==> src/rtl/main_ctrl_fsm.sv <==
// main_ctrl_fsm: multicycle MIPS main control FSM (Moore, with IRWrite/PCWrite Mealy in FETCH)
module main_ctrl_fsm (
    input  logic       Clk,
    input  logic       Reset_n,
    input  logic [5:0] Op,
    input  logic       MemReady,
    output logic       PCWrite,
    output logic       PCWriteCond,
    output logic       IorD,
    output logic       MemRead,
    output logic       MemWrite,
    output logic       IRWrite,
    output logic       MemtoReg,
    output logic       RegDst,
    output logic       RegWrite,
    output logic       ALUSrcA,
    output logic [1:0] ALUSrcB,
    output logic [1:0] ALUOp,
    output logic [1:0] PCSource,
    output logic       IllegalOp,
    output logic [3:0] State
);
    localparam logic [3:0] FETCH  = 4'd0;
    localparam logic [3:0] DECODE = 4'd1;
    localparam logic [3:0] MEMADR = 4'd2;
    localparam logic [3:0] MEMRD  = 4'd3;
    localparam logic [3:0] MEMWB  = 4'd4;
    localparam logic [3:0] MEMWR  = 4'd5;
    localparam logic [3:0] EXEC   = 4'd6;
    localparam logic [3:0] RCOMP  = 4'd7;
    localparam logic [3:0] BRANCH = 4'd8;
    localparam logic [3:0] JUMP   = 4'd9;

    localparam logic [5:0] OP_RTYPE = 6'b000000;
    localparam logic [5:0] OP_LW    = 6'b100011;
    localparam logic [5:0] OP_SW    = 6'b101011;
    localparam logic [5:0] OP_BEQ   = 6'b000100;
    localparam logic [5:0] OP_J     = 6'b000010;

    logic [3:0] state;
    logic [3:0] next_state;
    logic       illegal;
    logic       supported;

    assign State     = state;
    assign IllegalOp = illegal;
    assign supported = Op inside {OP_RTYPE, OP_LW, OP_SW, OP_BEQ, OP_J};

    // state register; IllegalOp is a one-cycle pulse registered on leaving DECODE
    always_ff @(posedge Clk or negedge Reset_n) begin
        if (!Reset_n) begin
            state   <= FETCH;
            illegal <= 1'b0;
        end else begin
            state   <= next_state;
            illegal <= (state == DECODE) && !supported;
        end
    end

    // next-state logic; unused encodings fall back to FETCH
    always_comb begin
        next_state = FETCH;
        case (state)
            FETCH:  next_state = MemReady ? DECODE : FETCH;
            DECODE: next_state = (Op == OP_LW || Op == OP_SW) ? MEMADR :
                                 (Op == OP_RTYPE) ? EXEC :
                                 (Op == OP_BEQ)   ? BRANCH :
                                 (Op == OP_J)     ? JUMP : FETCH;
            MEMADR: next_state = (Op == OP_LW) ? MEMRD : (Op == OP_SW) ? MEMWR : FETCH;
            MEMRD:  next_state = MemReady ? MEMWB : MEMRD;
            MEMWR:  next_state = MemReady ? FETCH : MEMWR;
            EXEC:   next_state = RCOMP;
            default: next_state = FETCH;
        endcase
    end

    // output decode from state only (MemReady gates the FETCH writes); reset forces all to 0
    always_comb begin
        PCWrite     = 1'b0;
        PCWriteCond = 1'b0;
        IorD        = 1'b0;
        MemRead     = 1'b0;
        MemWrite    = 1'b0;
        IRWrite     = 1'b0;
        MemtoReg    = 1'b0;
        RegDst      = 1'b0;
        RegWrite    = 1'b0;
        ALUSrcA     = 1'b0;
        ALUSrcB     = 2'b00;
        ALUOp       = 2'b00;
        PCSource    = 2'b00;
        if (Reset_n) begin
            case (state)
                FETCH: begin
                    MemRead = 1'b1;
                    ALUSrcB = 2'b01;
                    IRWrite = MemReady;
                    PCWrite = MemReady;
                end
                DECODE: ALUSrcB = 2'b11;
                MEMADR: begin
                    ALUSrcA = 1'b1;
                    ALUSrcB = 2'b10;
                end
                MEMRD: begin
                    MemRead = 1'b1;
                    IorD    = 1'b1;
                end
                MEMWB: begin
                    RegWrite = 1'b1;
                    MemtoReg = 1'b1;
                end
                MEMWR: begin
                    MemWrite = 1'b1;
                    IorD     = 1'b1;
                end
                EXEC: begin
                    ALUSrcA = 1'b1;
                    ALUOp   = 2'b10;
                end
                RCOMP: begin
                    RegWrite = 1'b1;
                    RegDst   = 1'b1;
                end
                BRANCH: begin
                    ALUSrcA     = 1'b1;
                    ALUOp       = 2'b01;
                    PCWriteCond = 1'b1;
                    PCSource    = 2'b01;
                end
                JUMP: begin
                    PCWrite  = 1'b1;
                    PCSource = 2'b10;
                end
                default: ;
            endcase
        end
    end
endmodule

==> config.mk <==
export PLATFORM = sky130hd
export DESIGN_NAME = main_ctrl_fsm
export DESIGN_NICKNAME = d
export VERILOG_FILES = /design/src/rtl/main_ctrl_fsm.sv
export SDC_FILE = /design/constraint.sdc
export NUM_CORES = 1
export LEC_CHECK = 0
export CORE_UTILIZATION = 39
export DETAILED_ROUTE_END_ITERATION = 12
export PLACE_DENSITY = 0.79
export SLEW_MARGIN = 40
export SYNTH_ARGS = -nofsm -noshare
export SYNTH_HDL_FRONTEND = slang
export SYNTH_SLANG_ARGS = --single-unit
==> constraint.sdc <==
create_clock -name Clk -period 3.8 [get_ports Clk]
set_input_delay 0.76 -clock Clk [delete_from_list [all_inputs] [get_ports Clk]]
set_output_delay 0.76 -clock Clk [all_outputs]
set_load 0.01 [all_outputs]
# After elaboration in Yosys (flattened, before gate mapping)
# Index checks and enable logic that the tools add are counted.
# W data, S select, Z words.
# word_totals
word_cells	61
out_inout_bits	21
register_bits	5
in_bits	9
# op_classes
n_eq_ne	13
mux	36
reduce_logical	10
# op_table
cell	n
$pmux W4 S6	1
$mux W1	20
$eq A4 B3 Y1 const B	4
$mux W4	4
$eq A6 B6 Y1 const B	2
$mux W3	4
$eq A4 B2 Y1 const B	2
$eq A4 B4 Y1 const B	2
$pmux W2 S2	2
$eq A6 B2 Y1 const B	1
$eq A6 B3 Y1 const B	1
$logic_not A6 Y1	1
$mux W2	3
$pmux W2 S3	1
$reduce_or A2 Y1	3
$reduce_bool A5 Y1	1
$eq A4 B1 Y1 const B	1
$logic_not A4 Y1	1
$reduce_or A3 Y1	1
$pmux W1 S2	1
$logic_and A1 B1 Y1	1
$logic_not A1 Y1	1
$logic_or A1 B1 Y1	1

# Depth between registers and ports, before layout
# depth
word_depth	6
mapped_depth	5
depth_no_buf	4

# Least setup slack after synthesis
# No wires, ideal clock.
# synth_timing
path_type	input -> output
from	input MemReady
to	output PCWrite
path_slack_ps	1583
required_ps	3040
path_buffers	0
arrival_time_ps	1457
path_stages	3
path_cell_list	inv_1 nor4_1 or2_1
# synth_via
elab_chain_len	2
# synth_lines
item	line_no	rtl
from (decl)	6	input logic MemReady,
$pmux W1 S2	93	case (state)
$mux W1	92	if (Reset_n) begin
to (decl)	7	output logic PCWrite,
# Every way passes these cells.

# Worst setup path in the final report
# layout_timing
from	input Reset_n
to	output ALUOp[1]
# layout_via
elab_chain_len	1
# layout_lines
item	line_no	rtl
from (decl)	4	input logic Reset_n,
$mux W2	92	
to (decl)	18	output logic [1:0] ALUOp,
# Every way passes these cells.

==> impl_metrics.py <==
metrics = {
    "die": {
        "fp.dieH_um": 38.3,
        "die_area_sq_mm": 0.00147,
        "core_area_sq_mm": 0.00117,
        "num_rows": 12,
        "ios": 30,
        "start_util_pct": 43.9,
        "die_w_um": 38.3,
    },
    "timing": {
        "hold_slack_ns": 0.720,
        "fin_tns_setup_ns": 0,
        "period_share_pct": 86.9,
        "rsz0062_at_grt": "no",
        "min_period_ns": 3.30,
        "worst_slack_ns": 0.499,
        "finalSetupViolCount": 0,
        "finalHoldViolations": 0,
        "skew_ns": 0.00155,
        "finalMaxSlewViolations": 0,
        "max_freq_ghz": 0.303,
        "tightestPinTransition_ns": 0.496,
        "slew_headroom_pct": 67.0,
    },
    "final_layout": {
        "area_growth_pct": 59.6,
        "num_antenna_cells": 0,
        "finalNetCount": 106,
        "final_util_pct": 70.1,
        "mostFrequentLayoutCell": "clkdlybuf4s50_1",
        "drive_above_1_share_pct": 8.33,
        "fillerInstances": 104,
        "final_cell_mix": "clkdlybuf4s50_1, nand2_1, nor2_1",
    },
    "global_routing": {
        "met3_usage_pct": 1.74,
        "grt_pass1_vias": 478,
        "antenna_found_initial": 0,
        "grt.met2_usage_pct": 31.4,
        "grt_max_degree": 18,
        "top_usage_layer": "met2",
        "grt_pass1_wl_um": 1950,
        "use_met1_pct": 24.3,
        "gr-total-overflow": 0,
        "grt_usage_pct": 18.4,
    },
    "synth": {
        "synth_cell_types": 33,
        "syn_area_sq_um": 514,
        "syn_avg_cell_area_sq_um": 7.56,
        "synth-async-reset-ratio_pct": 100,
        "ys_ff_latch": 5,
        "synth_flop_cell": "dfrtp_1",
        "yosysSeqAreaShare_pct": 24.3,
        "synth_nets": 77,
        "syn_inst": 68,
        "yosysWarnings": 0,
        "synth_edf_count": 0,
    },
    "clock_network": {
        "cts_tree": "built",
        "clock_latency_ns": 0.23,
        "numCtsBuffers": 3,
        "cts.sinks": 5,
        "postCtsSetupRepairBufs": 0,
        "clk_path_buf_depth": 2,
        "postCtsHoldBufs": 0,
        "cts-root-buf": "clkbuf_4",
        "cts.htree.levels": 1,
        "clk_pin_slew_ns": 0.04,
        "cts_resized": 0,
    },
    "detailed_routing": {
        "vias": 591,
        "drc": 0,
        "vias_per_cell": 5.37,
        "antenna_left": 0,
        "routed_wl_um": 1230,
        "drtIter0Drc": 17,
        "drt_first_pass_iters": 4,
        "wire_per_inst_um": 11.2,
    },
    "worst_setup_path": {
        "crit_path_max_fanout": 10,
        "required_ns": 3.04,
        "reg2reg_depth": 4,
        "crit_arrival_ns": 2.54,
        "cp-start-kind": "primary input",
        "setup.worst_path.start": "Reset_n",
        "end_kind": "primary output",
        "r2r_start": "State[1]",
        "critPathKind": "primary input to primary output",
    },
    "status": {
        "status": "complete, no violations",
    },
    "min_path": {
        "hold_path_depth": 1,
        "min_from": "State[3]",
        "hp-class": "flip-flop to flip-flop",
    },
    "placement": {
        "portBuffers": 29,
        "place.gp.congestion": 0.755,
        "place_hpwl_um": 952,
        "pre_cts_slack_ns": 0.481,
    },
    "power": {
        "p_leak_nw": 0.324,
        "irDropWorstVdd_mv": 0.204,
        "p_total_w": 0.000173,
        "power_density_mw_per_mm2": 210,
    },
    "flow_run": {
        "maxCapViolCount": 0,
    },
}
[final timing paths]
| check | slack [ns] | to |
|---|---|---|
| setup / recovery | 0.50 | ALUOp[1] |
| hold / removal | 0.72 | State[0] |
| setup reg to reg | 2.31 | State[2] |
| hold reg to reg | 0.72 | State[0] |
| max in group asynchronous | 2.77 | State[3] |
| min in group asynchronous | 0.79 | State[2] |
[registers in the layout (all words and copies together), names as in the netlist]
name and count:
State 4, IllegalOp 1
[final cells by class]
| cell class | instances | area, sq um | area share [%] |
|---|---|---|---|
| Tap cell | 14 | 17.5 | 2.13 |
| Sequential cell | 5 | 125 | 15.2 |
| Clock buffer | 4 | 26.3 | 3.20 |
| Inverter | 1 | 3.75 | 0.457 |
| Multi-Input combinational cell | 57 | 358 | 43.6 |
| Timing Repair Buffer | 29 | 290 | 35.4 |
[power by group]
| group | leakage (nW) | internal [W] | total, W | switching (W) |
|---|---|---|---|---|
| clock | 0.0150 | 0.0000395 | 0.0000586 | 0.0000191 |
| sequential | 0.0669 | 0.0000561 | 0.0000625 | 0.00000640 |
| combinational | 0.242 | 0.0000298 | 0.0000514 | 0.0000216 |
| total | 0.324 | 0.000125 | 0.000173 | 0.0000471 |
[synthesized netlist by cell type, drive strengths merged (3+ instances only)]
library cell | instances | area [sq um]
a21oi | 3 | 15.0
nand2 | 8 | 32.5
nor2b | 3 | 18.8
o21ai | 3 | 15.0
buf | 5 | 27.5
nor3 | 3 | 15.0
nand2b | 4 | 25.0
dfrtp | 5 | 125
nor2 | 8 | 32.5
nor3b | 4 | 30.0
[critical path, stage by stage]
cell and delay (ns):
clkdlybuf4s50_1 0.66, nor2b_1 0.23, nand2_1 0.13, nor3b_1 0.20, clkdlybuf4s50_1 0.56
[per-layer routing]
metal  routed length [um]  up-vias
met5                    0        -
met4                    0        0
met3                   55        0
met2                  633       25
met1                  544      262
li1                     -      304
[stage by stage]
stage,cell area (sq um),std cells
floorplan,514,68
global route,821,110
CTS,821,110
finish,821,110
detailed placement,795,106
global placement,795,106
[cell families (layout without fill, tap and decap cells)]
| logic type | Yosys count | after routing | synth area share (%) |
|---|---|---|---|
| AO/OA/AOI/OAI | 11 | 11 | 15.1 |
| XOR/XNOR | 1 | 1 | 1.70 |
| buffers and inverters | 6 | 34 | 6.08 |
| flip-flops | 5 | 5 | 24.3 |
| AND/OR/NAND/NOR | 45 | 45 | 52.8 |
No activity file was read; power rests on OpenSTA's default activity.
